File: src/rtl/dda_interp_multi.sv
// -----------------------------------------------------------------------------
// dda_interp_multi
//
// Multi-axis DDA linear interpolator for step/direction motor drives.
// AXES channels share one dominant step count n and one iteration prescaler.
// Each axis spreads its commanded step count evenly over n iterations. Every
// iteration lasts DIV clocks, and each step pulse is PW clocks wide.
//
// Parameters
//   AXES : number of axis channels
//   W    : magnitude width of n and of each axis field (sign excluded)
//   DIV  : clocks per DDA iteration (>= 2)
//   PW   : pulse high time in clocks (1 .. DIV-1)
//
// Ports
//   clk    in   system clock, rising edge
//   rst    in   synchronous active-high reset
//   start  in   load-and-go strobe, only sampled while idle
//   abort  in   cancel the running move (no done strobe)
//   n      in   dominant step count (iterations) of the move
//   nx     in   per-axis {sign, magnitude[W-1:0]}; axis a at [a*(W+1) +: W+1]
//   ls     in   per-axis limit switch, active high
//   pulse  out  registered step pulses
//   dir    out  registered direction (sign bits latched at start)
//   busy   out  move in progress
//   done   out  one-cycle strobe at normal completion
//   err    out  sticky: a magnitude exceeded n at the last accepted start
//   fault  out  sticky: limit-switch abort (only with DDA_LS_ABORT_EN)
//
// Configuration macro
//   DDA_LS_ABORT_EN : when defined, a limit switch on any axis with a nonzero
//                     magnitude aborts the move and sets fault. When not
//                     defined, ls only masks that axis's pulses and fault is 0.
// -----------------------------------------------------------------------------
module dda_interp_multi #(
  parameter int AXES = 3,
  parameter int W    = 8,
  parameter int DIV  = 50,
  parameter int PW   = 25
) (
  input  logic                  clk,
  input  logic                  rst,
  input  logic                  start,
  input  logic                  abort,
  input  logic [W-1:0]          n,
  input  logic [AXES*(W+1)-1:0] nx,
  input  logic [AXES-1:0]       ls,
  output logic [AXES-1:0]       pulse,
  output logic [AXES-1:0]       dir,
  output logic                  busy,
  output logic                  done,
  output logic                  err,
  output logic                  fault
);

  localparam int PSW = (DIV > 2) ? $clog2(DIV) : 1;
  localparam logic [PSW-1:0] PS_LAST = PSW'(DIV - 1);
  localparam logic [PSW-1:0] PS_PW   = PSW'(PW);

  typedef enum logic {
    S_IDLE = 1'b0,
    S_RUN  = 1'b1
  } state_t;

  state_t          state_q, state_d;
  logic [PSW-1:0]  presc_q, presc_d;
  logic [W-1:0]    iter_q,  iter_d;
  logic [W-1:0]    n_q,     n_d;
  logic [W-1:0]    mag_q [AXES];
  logic [W-1:0]    mag_d [AXES];
  logic [W:0]      acc_q [AXES];
  logic [W:0]      acc_d [AXES];
  logic [AXES-1:0] pulse_q, pulse_d;
  logic [AXES-1:0] dir_q,   dir_d;
  logic            done_q,  done_d;
  logic            err_q,   err_d;
  logic            fault_q, fault_d;

  // Per-axis views of the command word and of the accumulator step.
  logic [W-1:0]    mag_in [AXES];
  logic [AXES-1:0] sgn_in;
  logic [AXES-1:0] over;
  logic [W:0]      sum    [AXES];
  logic [AXES-1:0] hit;
  logic            ls_trip;

  for (genvar gi = 0; gi < AXES; gi++) begin : g_axis
    assign mag_in[gi] = nx[gi*(W+1) +: W];
    assign sgn_in[gi] = nx[gi*(W+1) + W];
    assign over[gi]   = (mag_in[gi] > n);
    // acc < n and mag <= n, so the sum always fits in W+1 bits.
    assign sum[gi]    = acc_q[gi] + {1'b0, mag_q[gi]};
    assign hit[gi]    = (sum[gi] >= {1'b0, n_q});
  end

`ifdef DDA_LS_ABORT_EN
  // Only axes that are actually commanded to move can trip the abort.
  logic [AXES-1:0] mag_nz;
  for (genvar gi = 0; gi < AXES; gi++) begin : g_nz
    assign mag_nz[gi] = |mag_q[gi];
  end
  assign ls_trip = |(ls & mag_nz);
`else
  assign ls_trip = 1'b0;
`endif

  always_comb begin
    state_d = state_q;
    presc_d = presc_q;
    iter_d  = iter_q;
    n_d     = n_q;
    mag_d   = mag_q;
    acc_d   = acc_q;
    pulse_d = pulse_q;
    dir_d   = dir_q;
    done_d  = 1'b0;
    err_d   = err_q;
    fault_d = fault_q;

    unique case (state_q)
      S_IDLE: begin
        // abort is meaningless here, so start always takes effect.
        if (start) begin
          dir_d   = sgn_in;
          err_d   = |over;
          fault_d = 1'b0;
          if (n == '0) begin
            done_d = 1'b1;
          end else begin
            n_d = n;
            for (int a = 0; a < AXES; a++) begin
              mag_d[a] = over[a] ? n : mag_in[a];
              // Half-scale preload centres the pulses within the move.
              acc_d[a] = {1'b0, n >> 1};
            end
            presc_d = '0;
            iter_d  = '0;
            state_d = S_RUN;
          end
        end
      end

      S_RUN: begin
        if (abort || ls_trip) begin
          state_d = S_IDLE;
          pulse_d = '0;
          fault_d = fault_q | ls_trip;
        end else begin
          presc_d = (presc_q == PS_LAST) ? '0 : presc_q + PSW'(1);

          if (presc_q == '0) begin
            for (int a = 0; a < AXES; a++) begin
              if (hit[a]) begin
                acc_d[a]   = sum[a] - {1'b0, n_q};
                pulse_d[a] = ~ls[a];
              end else begin
                acc_d[a]   = sum[a];
                pulse_d[a] = 1'b0;
              end
            end
            iter_d = iter_q + W'(1);
          end

          if (presc_q == PS_PW) begin
            pulse_d = '0;
          end

          // iter_q reaches n after the last update, so this closes the
          // final iteration on its last prescaler clock.
          if ((presc_q == PS_LAST) && (iter_q == n_q)) begin
            state_d = S_IDLE;
            done_d  = 1'b1;
          end
        end
      end

      default: state_d = S_IDLE;
    endcase
  end

  always_ff @(posedge clk) begin
    if (rst) begin
      state_q <= S_IDLE;
      presc_q <= '0;
      iter_q  <= '0;
      n_q     <= '0;
      for (int a = 0; a < AXES; a++) begin
        mag_q[a] <= '0;
        acc_q[a] <= '0;
      end
      pulse_q <= '0;
      dir_q   <= '0;
      done_q  <= 1'b0;
      err_q   <= 1'b0;
      fault_q <= 1'b0;
    end else begin
      state_q <= state_d;
      presc_q <= presc_d;
      iter_q  <= iter_d;
      n_q     <= n_d;
      mag_q   <= mag_d;
      acc_q   <= acc_d;
      pulse_q <= pulse_d;
      dir_q   <= dir_d;
      done_q  <= done_d;
      err_q   <= err_d;
      fault_q <= fault_d;
    end
  end

  assign pulse = pulse_q;
  assign dir   = dir_q;
  assign busy  = (state_q == S_RUN);
  assign done  = done_q;
  assign err   = err_q;
  assign fault = fault_q;

endmodule

File: config.mk
export PLATFORM = sky130hd
export DESIGN_NAME = dda_interp_multi
export DESIGN_NICKNAME = d
export VERILOG_FILES = /design/src/rtl/dda_interp_multi.sv
export SDC_FILE = /design/constraint.sdc
export NUM_CORES = 1
export LEC_CHECK = 0
export CAP_MARGIN = 20
export CORE_MARGIN = 2
export CORE_UTILIZATION = 45
export DETAILED_ROUTE_END_ITERATION = 6
export GPL_TIMING_DRIVEN = 0
export PLACE_DENSITY = 0.67
export SYNTH_ARGS = -nofsm -noshare
export SYNTH_HDL_FRONTEND = slang
export SYNTH_SLANG_ARGS = --single-unit
File: constraint.sdc
create_clock -name clk -period 3.4 [get_ports clk]
set_input_delay 0.68 -clock clk [delete_from_list [all_inputs] [get_ports clk]]
set_output_delay 0.68 -clock clk [all_outputs]
set_load 0.02 [all_outputs]
==> results of run 1 <==
==> power groups by stage <==
stage / registers (mW) / clock network, mW / logic (mW)
floorplan: 1.11 / 0 / 1.34
global placement: 1.13 / 0 / 1.72
detailed placement: 1.13 / 0 / 1.78
CTS: 1.11 / 1.13 / 1.97
global route: 1.13 / 1.16 / 2.42
finish: 1.12 / 1.12 / 2.24
==> final cells by class <==
| cell class | count | area [um2] |
|---|---|---|
| Tap cell | 180 | 225 |
| Sequential cell | 82 | 1650 |
| Buffer | 27 | 128 |
| Clock inverter | 5 | 104 |
| Multi-Input combinational cell | 633 | 4780 |
| Timing Repair Buffer | 68 | 646 |
| Inverter | 34 | 128 |
| Clock buffer | 9 | 225 |
| Fill cell | 1297 | 6000 |
==> synth_stat cells, types with 18 or more instances <==
cell,instances,share of area [%]
xnor2_1,26,3.6
nand2_1,42,2.5
ha_1,76,15
xor2_1,18,2.5
dfxtp_1,82,26
a211oi_1,41,4.8
nor2_1,100,5.9
nand3_1,19,1.5
a21o_1,25,2.9
mux2i_1,35,5.5
o21ai_0,27,2.1
inv_1,33,1.9
a21oi_1,67,5.2
==> routing by layer <==
metal / part of all wire [%] / GRT usage [%] / vias up
li1: - / - / 3029
met1: 44 / 36.6 / 3080
met2: 47 / 44.8 / 257
met3: 6.2 / 5.40 / 47
met4: 3.4 / 11.6 / 0
met5: 0 / 0 / -
==> final timing paths <==
check / end
worst max-delay path: acc_q[19]
worst min register to register: pulse[2]
worst max register to register: acc_q[19]
worst min-delay path: pulse[2]
==> flip-flops by register name (all words and copies together), names as in the netlist <==
name,flops
iter_q,8
acc_q,27
dir,3
busy,1
pulse,3
mag_q,24
presc_q,6
done,1
err,1
n_q,8
==> kinds of logic (layout without fill, tap and decap cells) <==
kind of cell	after synthesis	count (layout)	synth area share [%]
AOI/OAI and AO/OA	241	242	25.3
and+or+nand+nor	228	228	16.8
adders and majority gates	82	82	16.7
DFF	82	82	25.6
buffers and inverters	62	143	3.90
xor gates and xnor gates	44	44	6.01
muxes	36	36	5.64
other	1	1	0.0585
==> critical path, delay by kind of cell, from the launching register on <==
family          cells  cell delay, ns
compound gates      6            0.94
xor+xnor            1            0.15
fa+ha+maj           3            0.88
buf+inv             1            0.20
flops               1            0.33
mux                 1            0.19
simple gates        1            0.53
==> what timing repair did <==
action                     CTS  global route
setup buffers                8             9
resized for setup           21            43
setup endpoints to repair   25            28
pin swaps                   11            15
gates cloned                 1             1
==> stage by stage <==
| step | utilization (%) | std cells | TNS, ns | power, mW |
|---|---|---|---|---|
| 4_1_cts | 54.8 | 1029 | 0 | 4.21 |
| 5_1_grt | 56.8 | 1038 | -0.516 | 4.71 |
| 6_report | 56.8 | 1038 | 0 | 4.48 |
| 3_5_place_dp | 51.4 | 1006 | -5.90 | 2.91 |
| 3_3_place_gp | 51.4 | 1006 | -4.52 | 2.85 |
| 2_1_floorplan | - | 776 | 0 | 2.45 |
==> flow_summary.toml, run 1 <==
[min_path]
hold_path_depth = 2
min_path_type = "reg2reg"
hp-start = "pulse[2]"

[route]
vias = 6413
viasPerCell = 6.18
routed_wl_um = 21100
dr.first_iter.drc_count = 555
drc = 0
wl_per_cell_um = 20.3
dr.pass1.iters = 5
ant_nets = 0

[clock_network]
cts_max_level = 3
cts_inserted_buffers = 9
clock-sinks = 82
clk_latency_ns = 0.35
cts_tree = "done"
cts_root_buf = "clkbuf_16"
cts_hold_buf = 0
clock_path_buffers = 2
cts.clk_slew.worst_paths_ns = 0.06

[synth]
netlist_instances = 776
synth_edf_count = 0
synth_seq_cells = 82
yosys_warnings = 0
async_reset_ff_share_pct = 0
synth_ff_type = "dfxtp_1"
seq_area_frac_synth_pct = 25.6
yosysUniqueCellTypes = 64
synthesis.nets = 900
avgSynthCellArea_um2 = 8.26
syn-cell-area_mm2 = 0.00641

[timing]
slew-limit-headroom_pct = 37.2
fmax_ghz = 0.300
maxSlewViolCount = 0
setup_violations = 0
hold_viol = 0
setup_slack_ns = 0.0701
worst_hold_slack_ns = 0.451
fin_crit_ns = 3.33
fin_skew_ns = 0.00752
rsz0062_at_grt = "yes"
worst_pin_slew_ns = 0.935
fin_crit_sh_pct = 97.9

[power]
switching_share_pct = 38.3
pwr-share-comb_pct = 50.0
sequentialPowerShare_pct = 25.0
p_leak_nw = 3.38
p_sw_mw = 1.72
p_clk_share_pct = 25.0
intPower_mw = 2.76
pwr_density_cell_mw_per_mm2 = 568
ir_worst_vdd_mv = 0.270

[critical_path]
reg2reg_depth = 13
cp_data_arrival_time_ns = 3.58
startpoint = "mag_q[16]"
cp.required_ns = 3.65
cp-start-kind = "flop"
setup.worst_path.class = "reg2reg"
regToRegSetupSlack_ns = 0.07
crit_chain = "ha_1, fa_2, a211oi_2, o21ai_2, xnor2_1, ha_2, or4_4, o221ai_2, o211ai_1, buf_4, mux2i_1, o21ai_0, o211a_1"
cpPeakStageDelay_ns = 0.53
end_kind = "flop"
cp_slowest_cell = "or4_4"
rr_startpoint = "mag_q[16]"
cp_max_fo = 6

[global_route]
grt_pass1_wl_um = 32600
grt_usage_pct = 27.9
grt_antenna_before_repair = 0
overflow = 0
first_global_vias = 6192
grt_max_degree = 14

[floorplan]
fp.coreArea_mm2 = 0.0139
io_pins = 52
fp.dieArea_mm2 = 0.0152
initial_core_util_pct = 46.2
die_h_um = 123
rows = 43
die_w_um = 123

[placed_design]
hpwl_um = 15800
place_congestion = 0.920
io_buffers = 50
placed_cell_area_mm2 = 0.00714
place_ws_ns = -0.438

[final_layout]
area_growth_pct = 22.9
antennaDiodeCount = 0
fin_nets = 979
fin_area_mm2 = 0.00788
final_cell_mix = "nor2_1 (96), dfxtp_1 (76), ha_1 (69), a21oi_1 (61), clkdlybuf4s50_1 (50)"
layout_commonest_cell = "nor2_1"
layout-drive-gt1-share_pct = 12.8

[run]
maxCapViolCount = 0

[status]
outcome = "finished clean"
Power figures use the tool's default switching activity.
==> run 2: changes to the inputs <==
--- a/config.mk
+++ b/config.mk
@@ -5,7 +5,6 @@
 export SDC_FILE = /design/constraint.sdc
 export NUM_CORES = 1
 export LEC_CHECK = 0
-export CAP_MARGIN = 20
 export CORE_MARGIN = 2
 export CORE_UTILIZATION = 45
 export DETAILED_ROUTE_END_ITERATION = 6
==> results of run 2 <==
No change in the layout: final DEF, timing and power equal those of run 1.
